==> config.mk <==
export PLATFORM = sky130hd
export DESIGN_NAME = frac_feeder
export DESIGN_NICKNAME = d
export VERILOG_FILES = /design/src/rtl/frac_pkg.sv /design/src/rtl/blk_buf.sv /design/src/rtl/frac_feeder.sv
export SDC_FILE = /design/constraint.sdc
export NUM_CORES = 1
export LEC_CHECK = 0
export BUFFER_PORTS_ARGS = -buffer_cell sky130_fd_sc_hd__buf_2
export CORE_MARGIN = 1
export CORE_UTILIZATION = 35
export DETAILED_ROUTE_END_ITERATION = 6
export PLACE_DENSITY_LB_ADDON = 0.08
export SLEW_MARGIN = 20
export SYNTH_ARGS = -nofsm -noshare
export SYNTH_HDL_FRONTEND = slang
export SYNTH_SLANG_ARGS = --single-unit
==> constraint.sdc <==
create_clock -name i_clk -period 9.89 [get_ports i_clk]
set_input_delay 0.4945 -clock i_clk [delete_from_list [all_inputs] [get_ports i_clk]]
set_output_delay 0.4945 -clock i_clk [all_outputs]
set_load 0.02 [all_outputs]
==> src/rtl/frac_pkg.sv <==
// Shared widths and FSM encoding for the fractional-search feeder.
// Every frac_feeder file imports this package.
package frac_pkg;

  localparam int PIX_W    = 8;
  localparam int BLK_ROWS = 8;
  localparam int LINE_W   = 64;
  localparam int SAD_W    = 12;
  localparam int MV_W     = 3;
  localparam int ROW_AW   = 3;
  localparam int ORG_W    = LINE_W - 2 * PIX_W;

  typedef enum logic [1:0] {
    ST_IDLE   = 2'd0,
    ST_STREAM = 2'd1,
    ST_WAIT   = 2'd2,
    ST_HOLD   = 2'd3
  } state_t;

endpackage

==> src/rtl/blk_buf.sv <==
// 8x64 block row store with one write port and one combinational read port.
// The contents are intentionally left unreset.
module blk_buf
  import frac_pkg::*;
(
  input  logic              i_clk,
  input  logic              i_we,
  input  logic [ROW_AW-1:0] i_waddr,
  input  logic [LINE_W-1:0] i_wdata,
  input  logic [ROW_AW-1:0] i_raddr,
  output logic [LINE_W-1:0] o_rdata
);

  logic [LINE_W-1:0] r_mem [BLK_ROWS];

  always_ff @(posedge i_clk) begin
    if (i_we) r_mem[i_waddr] <= i_wdata;
  end

  assign o_rdata = r_mem[i_raddr];

endmodule

==> src/rtl/frac_feeder.sv <==
// Streams a stored current/original block pair to the fractional search stage, then holds its result.
// Optional FRAC_FEED_DBLBUF_EN adds a shadow bank so rows can be loaded while a burst runs.
module frac_feeder
  import frac_pkg::*;
#(
  parameter int RSLT_LAT = 1
) (
  input  logic              i_clk,
  input  logic              i_rst_n,
  input  logic              i_ld_valid,
  input  logic              i_ld_sel,
  input  logic [ROW_AW-1:0] i_ld_row,
  input  logic [LINE_W-1:0] i_ld_data,
  output logic              o_ld_ready,
  input  logic              i_start,
  output logic              o_busy,
  output logic              o_fs_ready,
  output logic [LINE_W-1:0] o_fs_cur_pix,
  output logic [ORG_W-1:0]  o_fs_org_pix,
  input  logic [SAD_W-1:0]  i_fs_sad,
  input  logic [MV_W-1:0]   i_fs_mvx,
  input  logic [MV_W-1:0]   i_fs_mvy,
  output logic              o_res_valid,
  output logic [SAD_W-1:0]  o_res_sad,
  output logic [MV_W-1:0]   o_res_mvx,
  output logic [MV_W-1:0]   o_res_mvy,
  input  logic              i_res_ack
);

  localparam logic [1:0] WAIT_LAST = 2'(RSLT_LAT - 1);

  state_t            r_state;
  state_t            w_next_state;
  logic [ROW_AW-1:0] r_beat;
  logic [ROW_AW-1:0] w_next_beat;
  logic [1:0]        r_wcnt;
  logic              w_start_acc;
  logic              w_capture;
  logic              w_stream_nx;
  logic              w_wr_acc;
  logic              w_wr_bank;
  logic [LINE_W-1:0] w_cur_rd;
  logic [LINE_W-1:0] w_org_rd;
  logic [ROW_AW-1:0] w_org_raddr;
  logic              r_fs_ready;
  logic [LINE_W-1:0] r_fs_cur;
  logic [ORG_W-1:0]  r_fs_org;
  logic              r_res_valid;
  logic [SAD_W-1:0]  r_res_sad;
  logic [MV_W-1:0]   r_res_mvx;
  logic [MV_W-1:0]   r_res_mvy;

`ifdef FRAC_FEED_DBLBUF_EN
  localparam int NBANK = 2;
  logic r_bank;
  logic w_rd_bank;
`else
  localparam int NBANK = 1;
`endif

  logic [LINE_W-1:0] w_cur_bank [NBANK];
  logic [LINE_W-1:0] w_org_bank [NBANK];

  always_ff @(posedge i_clk or negedge i_rst_n) begin
    if (!i_rst_n) begin
      r_state <= ST_IDLE;
      r_beat  <= '0;
      r_wcnt  <= '0;
    end else begin
      r_state <= w_next_state;
      r_beat  <= w_next_beat;
      r_wcnt  <= (r_state == ST_WAIT) ? r_wcnt + 2'd1 : 2'd0;
    end
  end

  always_comb begin
    w_next_state = r_state;
    w_next_beat  = r_beat;
    w_start_acc  = 1'b0;
    w_capture    = 1'b0;
    case (r_state)
      ST_IDLE: begin
        if (i_start) begin
          w_next_state = ST_STREAM;
          w_next_beat  = '0;
          w_start_acc  = 1'b1;
        end
      end
      ST_STREAM: begin
        if (r_beat == 3'd7) begin
          w_next_state = ST_WAIT;
          w_next_beat  = '0;
        end else begin
          w_next_beat = r_beat + 3'd1;
        end
      end
      ST_WAIT: begin
        if (r_wcnt == WAIT_LAST) begin
          w_next_state = ST_HOLD;
          w_capture    = 1'b1;
        end
      end
      ST_HOLD: begin
        if (i_res_ack) w_next_state = ST_IDLE;
      end
      default: w_next_state = ST_IDLE;
    endcase
  end

`ifdef FRAC_FEED_DBLBUF_EN
  always_ff @(posedge i_clk or negedge i_rst_n) begin
    if (!i_rst_n)         r_bank <= 1'b0;
    else if (w_start_acc) r_bank <= ~r_bank;
  end

  // The read bank flips on the start cycle itself so beat 0 is prefetched from the new bank.
  assign w_rd_bank  = w_start_acc ? ~r_bank : r_bank;
  assign w_wr_bank  = ~r_bank;
  assign o_ld_ready = 1'b1;
  assign w_cur_rd   = w_rd_bank ? w_cur_bank[1] : w_cur_bank[0];
  assign w_org_rd   = w_rd_bank ? w_org_bank[1] : w_org_bank[0];
`else
  assign w_wr_bank  = 1'b0;
  assign o_ld_ready = (r_state == ST_IDLE) || (r_state == ST_HOLD);
  assign w_cur_rd   = w_cur_bank[0];
  assign w_org_rd   = w_org_bank[0];
`endif

  assign w_wr_acc    = i_ld_valid && o_ld_ready;
  assign w_org_raddr = w_next_beat - 3'd1;

  for (genvar b = 0; b < NBANK; b++) begin : g_bank
    blk_buf u_cur (
      .i_clk   (i_clk),
      .i_we    (w_wr_acc && !i_ld_sel && (w_wr_bank == 1'(b))),
      .i_waddr (i_ld_row),
      .i_wdata (i_ld_data),
      .i_raddr (w_next_beat),
      .o_rdata (w_cur_bank[b])
    );
    blk_buf u_org (
      .i_clk   (i_clk),
      .i_we    (w_wr_acc && i_ld_sel && (w_wr_bank == 1'(b))),
      .i_waddr (i_ld_row),
      .i_wdata (i_ld_data),
      .i_raddr (w_org_raddr),
      .o_rdata (w_org_bank[b])
    );
  end

  logic w_unused_org;
  assign w_unused_org = ^{w_org_rd[LINE_W-1:LINE_W-PIX_W], w_org_rd[PIX_W-1:0]};

  // Beat outputs are registered, so rows are fetched with the next-beat index.
  assign w_stream_nx = (w_next_state == ST_STREAM);

  always_ff @(posedge i_clk or negedge i_rst_n) begin
    if (!i_rst_n) begin
      r_fs_ready  <= 1'b0;
      r_fs_cur    <= '0;
      r_fs_org    <= '0;
      r_res_valid <= 1'b0;
      r_res_sad   <= '0;
      r_res_mvx   <= '0;
      r_res_mvy   <= '0;
    end else begin
      r_fs_ready  <= w_stream_nx;
      r_fs_cur    <= w_stream_nx ? w_cur_rd : '0;
      r_fs_org    <= (w_stream_nx && (w_next_beat >= 3'd2)) ?
                     w_org_rd[LINE_W-PIX_W-1:PIX_W] : '0;
      r_res_valid <= (w_next_state == ST_HOLD);
      if (w_capture) begin
        r_res_sad <= i_fs_sad;
        r_res_mvx <= i_fs_mvx;
        r_res_mvy <= i_fs_mvy;
      end
    end
  end

  assign o_busy       = (r_state != ST_IDLE);
  assign o_fs_ready   = r_fs_ready;
  assign o_fs_cur_pix = r_fs_cur;
  assign o_fs_org_pix = r_fs_org;
  assign o_res_valid  = r_res_valid;
  assign o_res_sad    = r_res_sad;
  assign o_res_mvx    = r_res_mvx;
  assign o_res_mvy    = r_res_mvy;

endmodule

* After elaboration in Yosys (flattened, before gate mapping)
Memory sizes are Yosys's and may differ from the RTL's.
Cells that the tools add are included.
** Word-level totals
- Register bits :: 139
- Memory bits (writable) :: 1024
- Output and inout port bits :: 134
- Memories :: 2
** Memory list
- g_bank[0].u_cur.r_mem :: depth 8, bits a word 64, rd ports 1, clocked after Yosys merged registers in 0, wr ports 1, RTL line blk_buf.sv:14 : logic [LINE_W-1:0] r_mem [BLK_ROWS];
- g_bank[0].u_org.r_mem :: depth 8, bits a word 64, rd ports 1, clocked after Yosys merged registers in 0, wr ports 1, RTL line blk_buf.sv:14
** Operators by class
- Add/sub/neg operators :: 3
- Order comparisons :: 1
- Equal/unequal tests :: 6
- Muxes and demuxes :: 17
- Reductions and logical operators :: 9
** Operators with widths (number)
- 64-bit 2-to-1 mux :: 1
- 48-bit 2-to-1 mux :: 1
- 2-bit 2-to-1 mux :: 5
- 2-bit case mux with 4 select lines :: 1
- 2-bit equality test, second input constant :: 3
- 1-bit 2-to-1 mux :: 6
- 3-bit 2-to-1 mux :: 2
- 3-bit case mux with 2 select lines :: 1
- 2-bit by 1-bit equality test with 1-bit output, second input constant :: 2
- 1-bit logical AND :: 4
- 2-bit logical NOT :: 2
- 3-bit by 1-bit adder with 3-bit output, second input constant :: 1
- 3-bit equality test, second input constant :: 1
- 3-bit by 2-bit greater-or-equal comparator with 1-bit output, second input constant :: 1
- 3-bit by 1-bit subtractor with 3-bit output, second input constant :: 1
- 2-bit by 1-bit adder with 2-bit output, second input constant :: 1
- 2-bit nonzero test :: 1
- 1-bit logical NOT :: 1
- 1-bit logical OR :: 1

* Logic depth before layout (Yosys ltp)
Gate-level depths: netlist of the first run.
- Depth in word-level cells :: 6
- Depth in mapped cells :: 17

* Hierarchy
A second synthesis of the first run with hierarchy kept.
** Unflattened totals
- Cells, all modules :: 1836
- Area, all modules :: 43361.6 µm²
** Modules (own cells, without submodules)
- blk_buf :: instances 2, cells each 752, area each 19266.0 µm²
- frac_feeder :: instances 1, cells each 332, area each 4829.6 µm²

* Worst setup path before layout of the first run
Ideal clock, no wire load.
- Kind :: register -> register
- Start point :: reg r_state[1]
- End point :: mem g_bank[0].u_cur.r_mem[0][0], enable pin
- Data arrival time :: 5.731 ns
- Required time :: 9.325 ns
- Path slack :: 3.594 ns
- Stages on the path, launching flop included :: 7
- Path buffers :: 0
- Clock period less this slack :: 6.296 ns
- Cell sequence :: dfrtp_1 -> inv_1 -> ha_1 -> inv_1 -> nand2_1 -> or3_1 -> nor3_1
** Between the ends
- Longest elaborated chain between the ends :: 6
- Elaborated cells between the ends (all ways) :: 7
- Classes of those cells :: eq/ne (1); mux (2); reduce/logical (4)
** Ends and longest elaborated chain
- from (decl) :: RTL line frac_feeder.sv:32 : state_t r_state;
- from (signal assigned) :: RTL line frac_feeder.sv:70 : r_state <= w_next_state;
- 2-bit equality test or 2-bit logical NOT (tied branches)
- 1-bit logical OR * :: RTL line frac_feeder.sv:124 : assign o_ld_ready = (r_state == ST_IDLE) || (r_state == ST_HOLD);
- named net o_ld_ready :: RTL line frac_feeder.sv:14 : output logic o_ld_ready,
- 1-bit logical AND * :: RTL line frac_feeder.sv:129 : assign w_wr_acc = i_ld_valid && o_ld_ready;
- 1-bit logical AND * :: RTL line frac_feeder.sv:135 : .i_we (w_wr_acc && !i_ld_sel && (w_wr_bank == 1'(b))),
- 1-bit 2-to-1 mux * :: RTL line blk_buf.sv:17 : if (i_we) r_mem[i_waddr] <= i_wdata;
- 1-bit 2-to-1 mux (not written as such) * :: RTL line blk_buf.sv:17
- to (decl) :: RTL line blk_buf.sv:14
Mark *: on every way through the listed nets, which the timed path passes. The rest lies on a longest branch.

* Final worst setup path of the first run
- Start point :: reg r_state[1]
- End point :: reg r_fs_org[40], in the netlist o_fs_org_pix[40]
** Between the ends
- Longest elaborated chain between the ends :: 5
- Elaborated cells between the ends (all ways) :: 16
- Classes of those cells :: add/sub (1); order compare (1); eq/ne (4); mux (7); reduce/logical (2); memory (1)
** Ends and longest elaborated chain
- 2-bit by 1-bit equality test with 1-bit output, or another cell as far along :: RTL line frac_feeder.sv:81 : case (r_state)
- 3-bit case mux with 2 select lines or 2-bit case mux with 4 select lines (tied branches) :: RTL line frac_feeder.sv:81
- 3-bit by 1-bit subtractor with 3-bit output, or another cell as far along :: RTL line frac_feeder.sv:130 : assign w_org_raddr = w_next_beat - 3'd1;
- memory 8 x 64 bit or 1-bit logical AND (tied branches)
- 48-bit 2-to-1 mux * :: RTL line frac_feeder.sv:169 : r_fs_org <= (w_stream_nx && (w_next_beat >= 3'd2)) ?
- to (signal assigned) :: RTL line frac_feeder.sv:169
- to (decl) :: RTL line frac_feeder.sv:47 : logic [ORG_W-1:0] r_fs_org;
Every way passes the cells marked *; elsewhere a longest branch is shown, timed or not.
A chain may end at the register's enable or synchronous reset.

==> flow_metrics.tcl, run 1 <==
set metrics [dict create \
    max_freq_ghz 0.173 \
    clk_path_buf_depth 3 \
    grt_pass1_wl_um 154000 \
    setup_tns_ns 0 \
    crit_start "r_state[1]$_DFF_PN0_" \
    min_period_ns 5.77 \
    dieWidth_um 332 \
    grt_pass1_vias 22900 \
    cts_setup_buffers 0 \
    coreArea_mm2 0.108 \
    ir_drop_v 0.000536 \
    avgSynthCellArea_um2 15.7 \
    syn_nets 2530 \
    synth_edf_count 896 \
    start_util_pct 35.5 \
    dr.pass1.iters 5 \
    ys_ff_latch 1035 \
    async_reset_ff_share_pct 13.4 \
    maxCapViolCount 0 \
    netlist_instances 2431 \
    drt.antenna.violating_nets 0 \
    start_kind "flop" \
    final_layout_size_suffix_gt1_share_pct 18.0 \
    antenna_found_initial 10 \
    r2r-end "o_fs_org_pix[40]$_DFF_PN0_" \
    synthTopCellsByArea "edfxtp_1 70%, dfrtp_1 9.1%, nand2_1 4.8%" \
    fin_area_mm2 0.0447 \
    max_slew.worst_pin.slew_ns 1.14 \
    ys_types 40 \
    portBuffers 224 \
    reg2reg_from "r_state[1]$_DFF_PN0_" \
    rsz0062_at_grt "no" \
    grt_usage_pct 18.9 \
    wl_per_cell_um 25.3 \
    place_congestion 0.738 \
    fin_hold_ws_ns 0.0538 \
    cts_tree "done" \
    critPathCaptureType "flop" \
    cts_root_buf "clkbuf_16" \
    hold_violations 0 \
    area_growth_pct 17.1 \
    placed_cell_area_mm2 0.0409 \
    drv_slew 0 \
    dieHeight_um 332 \
    power_density_mw_per_mm2 331 \
    vias 22200 \
    yosysMostFrequentCell "edfxtp_1" \
    cts_resized 0 \
    nNetsFinal 2747 \
    syn_area_mm2 0.0382 \
    status "complete, no violations" \
    arrival_ns 6.35 \
    grt_max_degree 201 \
    cp.required_ns 10.47 \
    clkTransAtPathRegs_ns 0.06 \
    hpwl_um 53900 \
    drc 0 \
    cts.sinks 1035 \
    setup_viol 0 \
    clock_latency_ns 0.69 \
    drtIter0Drc 1612 \
    ff2ff_path_depth 13 \
    r2r_slack_ns 4.12 \
    path_class "flop to flop" \
    synth_area_leader_cell "edfxtp_1" \
    row_count 120 \
    num_io_pins 225 \
    critPathCapture "o_fs_org_pix[40]$_DFF_PN0_" \
    cts_inserted_buffers 113 \
    wl_um 105000 \
    yosys.area.top_type_share_pct 70.4 \
    post-route-util_pct 41.5 \
    synth_commonest_cells "896 x edfxtp_1, 485 x nand2_1, 270 x a21oi_1, 139 x dfrtp_1, 128 x a32oi_1" \
    ys_seq_area_share_pct 79.5 \
    skew_ns 0.0229 \
    hold_buffers 1 \
    yosysWarnings 0 \
    ctsHtreeMaxLevel 3 \
    leakage_nw 15.6 \
    relSlewSlack_pct 23.8 \
    fp.dieArea_mm2 0.110 \
    finalCritPeriodShare_pct 58.3 \
    via_per_inst 5.35 \
    crit_path_max_fanout 104 \
    synth_top_flop_cell "edfxtp_1" \
    grt_overflow 0 \
    hold_class "input pin to flop" \
]
[per-layer routing]
| metal | part of all wire (%) | GRT usage, % | routed length, um |
|---|---|---|---|
| met5 | 0.056 | 0 | 59 |
| met4 | 1.6 | 4.71 | 1640 |
| met3 | 5.2 | 2.99 | 5500 |
| met2 | 47 | 30.5 | 49600 |
| met1 | 46 | 26.8 | 48400 |
[kinds of logic (layout without fill, tap and decap cells)]
| group | after synthesis | after routing | synth area share [%] |
|---|---|---|---|
| adder cells (fa/ha/maj) | 8 | 8 | 0.262 |
| XOR/XNOR | 2 | 2 | 0.0459 |
| buffers and inverters | 176 | 491 | 2.05 |
| other | 0 | 2 | 0 |
| multiplexers | 24 | 24 | 0.851 |
| flip-flops | 1035 | 1035 | 79.5 |
| AND/OR/NAND/NOR | 523 | 523 | 5.28 |
| AO/OA/AOI/OAI | 663 | 663 | 12.0 |
[report_power, final]
part / internal (mW) / switching [mW] / total (mW)
Combinational: 1.74 / 3.64 / 5.38
Clock: 2.55 / 1.70 / 4.24
Sequential: 5.05 / 0.134 / 5.18
[cell usage in the layout (no fill, tap or decap), drive strengths merged, types with 3 or more instances in the layout]
| cell | count |
|---|---|
| dfrtp | 139 |
| nand2b | 5 |
| buf | 265 |
| bufinv | 9 |
| a211o | 94 |
| inv | 15 |
| a32oi | 129 |
| nor2 | 17 |
| nand2 | 485 |
| a21oi | 271 |
| a22o | 64 |
| mux2 | 18 |
| clkinvlp | 6 |
| edfxtp | 896 |
| mux4 | 4 |
| ha | 8 |
| o22ai | 94 |
| nor2b | 4 |
| nor3 | 4 |
| o21ai | 3 |
| clkbuf | 171 |
| clkinv | 24 |
[sequential cells by signal, indices dropped and copies added, names as in the netlist]
signal / flops
g_bank.u_cur.r_mem: 512
g_bank.u_org.r_mem: 384
o_fs_cur_pix: 64
o_fs_org_pix: 48
o_res_sad: 12
o_res_mvx: 3
o_res_mvy: 3
r_beat: 3
r_state: 2
r_wcnt: 2
o_fs_ready: 1
o_res_valid: 1
[worst min path at each step]
stage                                   start                        end  slack (ns)  cells past startpoint
final                             i_fs_sad[8]   o_res_sad[8]$_DFFE_PN0P_        0.05                      2
after global routing              i_fs_sad[3]   o_res_sad[3]$_DFFE_PN0P_        0.03                      2
after detailed placement  r_wcnt[0]$_DFF_PN0_        r_wcnt[0]$_DFF_PN0_        0.42                      1
after CTS                         i_fs_sad[4]   o_res_sad[4]$_DFFE_PN0P_       0.002                      2
after global placement    r_wcnt[0]$_DFF_PN0_        r_wcnt[0]$_DFF_PN0_        0.42                      1
after floorplan                       i_rst_n  o_fs_cur_pix[0]$_DFF_PN0_        0.20                      0
[metrics by stage]
step / total power [mW] / worst slack, ns / instances
after global routing: 15.6 / 3.77 / 4149
after detailed placement: 10.7 / 4.18 / 3935
final: 14.8 / 4.12 / 4151
after global placement: 10.6 / 4.41 / 3933
after CTS: 15.0 / 4.15 / 4149
after floorplan: 8.94 / 3.59 / 2431
[critical path, cell delays in order (launching register included)]
cell      delay, ns
dfrtp_1        0.43
inv_1          0.11
ha_1           0.32
mux2i_4        0.58
a21o_4         0.64
inv_8          0.37
ha_4           0.61
nor4bb_1       0.26
a31oi_4        0.16
buf_4          0.56
buf_4          0.76
o22ai_1        0.17
a211o_1        0.31
a21oi_1        0.15
[cell type report]
class,instances,area (um2)
multi-input cells,1220,7230
repair buffers,267,1510
flip-flops and latches,1035,30400
clock buffers,170,3320
inverters,11,51.3
diodes,2,5.00
fillers,9702,62900
clock inverters,43,465
well taps,1403,1760
Note: power is estimated with default switching activity, not from simulation.
==> inputs of run 2 (changes only) <==
==> constraint.sdc (replaced) <==
create_clock -name i_clk -period 5.85 [get_ports i_clk]
set_input_delay 0.2925 -clock i_clk [delete_from_list [all_inputs] [get_ports i_clk]]
set_output_delay 0.2925 -clock i_clk [all_outputs]
set_load 0.02 [all_outputs]
==> run 2 against run 1 <==
Effect of this change: the flow now finishes with violations (design-rule violations); die area unchanged; worst hold slack better by 0.0011 ns; non-clock buffer count up 86; total power up 70%; count of clock-buffer cells in the layout down 8; clock skew up 0.0037 ns; combinational power up 74%; sequential share of layout area down 1.5 points; global-route usage down 0.16 points; design area up 2.2%; setup slack worse by 2.6 ns; critical path type unchanged; critical endpoint is now o_fs_org_pix[33]$_DFF_PN0_.
==> flow_metrics.tcl, run 2 (same netlist as run 1, synthesis figures left out) <==
set metrics [dict create \
    status "finished with violations" \
    violations "design-rule violations" \
    hpwl_um 52200 \
    cp_slowest_cell "a31oi_4" \
    relSlewSlack_pct 28.3 \
    largest_register "g_bank.u_cur.r_mem" \
    met3_length_um 5050 \
    top_layer_used "met5" \
    setup_viol 0 \
    clock_power_share_pct 28.1 \
    internal_power_mw 15.9 \
    num_io_pins 225 \
    hold_violations 0 \
    mostFrequentLayoutCell "edfxtp_1" \
    clock_latency_ns 0.71 \
    setup_slack_ns 1.56 \
    skew_ns 0.0266 \
    routed-wl-met2_um 49800 \
    clk_path_buf_depth 3 \
    clkTransAtPathRegs_ns 0.06 \
    rsz0062_at_grt "no" \
    grt_pass1_wl_um 154000 \
    portBuffers 224 \
    cts_resized 0 \
    grt_overflow 0 \
    min_period_ns 4.29 \
    dp_slack_ns 1.51 \
    drv_slew 0 \
    cts_inserted_buffers 113 \
    drc 2 \
    wirelength_met1_um 48000 \
    vias 22600 \
    path_buf_inv 3 \
    p_comb_share_pct 37.1 \
    post-route-util_pct 42.5 \
    hold_class "input pin to flop" \
    area_growth_pct 19.6 \
    max_slew.worst_pin.slew_ns 1.08 \
    final_layout_size_suffix_gt1_share_pct 17.7 \
    max_stage_delay_ns 0.74 \
    p_total_mw 25.2 \
    start_util_pct 35.5 \
    dieWidth_um 332 \
    ctsHtreeMaxLevel 3 \
    crit_path_max_fanout 58 \
    leakage_nw 16.0 \
    n_fill_cell 9656 \
    setup_tns_ns 0 \
    wl_um 105000 \
    fp.dieArea_mm2 0.110 \
    row_count 120 \
    p_sw_mw 9.33 \
    maxCapViolCount 0 \
    path_class "flop to flop" \
    max_freq_ghz 0.233 \
    place_congestion 0.713 \
    cp.required_ns 6.46 \
    cts_root_buf "clkbuf_16" \
    via_per_inst 5.32 \
    grt_pass1_vias 23000 \
    critPathCaptureType "flop" \
    ir_drop_v 0.000615 \
    switching_share_pct 37.1 \
    antenna_found_initial 6 \
    finalCritPeriodShare_pct 73.3 \
    dieHeight_um 332 \
    grt_max_degree 204 \
    arrival_ns 4.89 \
    drt.antenna.violating_nets 0 \
    start_kind "flop" \
    pwr-share-seq_pct 34.8 \
    nNetsFinal 2833 \
    drtIter0Drc 1697 \
    worstPathCellList "inv_1 -> ha_1 -> mux2i_4 -> a21o_4 -> inv_8 -> ha_4 -> nor4bb_1 -> a31oi_4 -> buf_12 -> o22ai_1 -> a211o_1 -> a21oi_1" \
    power_density_mw_per_mm2 551 \
    wl_per_cell_um 24.8 \
    largest_reg_flops 512 \
    cts_tree "done" \
    layout_common_cells "896 x edfxtp_1, 485 x nand2_1, 270 x a21oi_1" \
    coreArea_mm2 0.108 \
    path_delay_family "compound AO/OA/AOI/OAI gates" \
    cts.sinks 1035 \
    grt_usage_pct 18.8 \
    dr.pass1.iters 7 \
]
[run 2: what timing repair did]
item,CTS,global route
hold endpoints to repair,978,0
setup buffers,0,0
hold buffers,84,0
[run 2: path summary, 6_finish.rpt]
path | start | endpoint | slack, ns | depth (start not counted)
max | r_state[1]$_DFF_PN0_ | o_fs_org_pix[33]$_DFF_PN0_ | 1.56 | 12
min | i_ld_row[2] | g_bank[0].u_org.r_mem[1][29]$_DFFE_PP_ | 0.05 | 2
max reg2reg | r_state[1]$_DFF_PN0_ | o_fs_org_pix[33]$_DFF_PN0_ | 1.56 | 12
min reg2reg | r_wcnt[0]$_DFF_PN0_ | r_wcnt[0]$_DFF_PN0_ | 0.43 | 1
max in group asynchronous | i_rst_n | o_fs_org_pix[29]$_DFF_PN0_ | 4.49 | 3
min in group asynchronous | i_rst_n | o_fs_cur_pix[3]$_DFF_PN0_ | 0.24 | 2
[run 2: cell type report]
type / instances / area [um2] / area share [%]
Multi-Input combinational cell: 1220 / 7240 / 15.8
Inverter: 11 / 51.3 / 0.112
Timing Repair Buffer: 353 / 2510 / 5.50
Clock inverter: 54 / 529 / 1.16
Clock buffer: 162 / 3230 / 7.08
Antenna cell: 4 / 10.0 / 0.0219
Sequential cell: 1035 / 30400 / 66.5
Tap cell: 1403 / 1760 / 3.84
[run 2: stage by stage]
step	hold WS, ns	std cells	cell area [um2]
global route	0.0402	4240	45700
finish	0.0549	4242	45700
CTS	0.00331	4237	45700
detailed placement	0.420	3937	41100
global placement	0.416	3937	41100
floorplan	-0.00309	2431	38200
[run 2: layer usage]
| layer | track usage (%) | vias to the layer above |
|---|---|---|
| met5 | 0 | - |
| met4 | 5.33 | 4 |
| met3 | 3.06 | 141 |
| met2 | 30.6 | 626 |
| met1 | 26.0 | 11800 |
| li1 | - | 10000 |
[run 2: power by group through the flow]
stage	clock, mW	combinational (mW)	sequential (mW)
6_report	7.09	9.34	8.76
5_1_grt	7.54	10.1	8.80
4_1_cts	7.27	9.42	8.77
3_5_place_dp	0	9.36	8.91
3_3_place_gp	0	9.21	8.91
2_1_floorplan	0	5.94	9.17
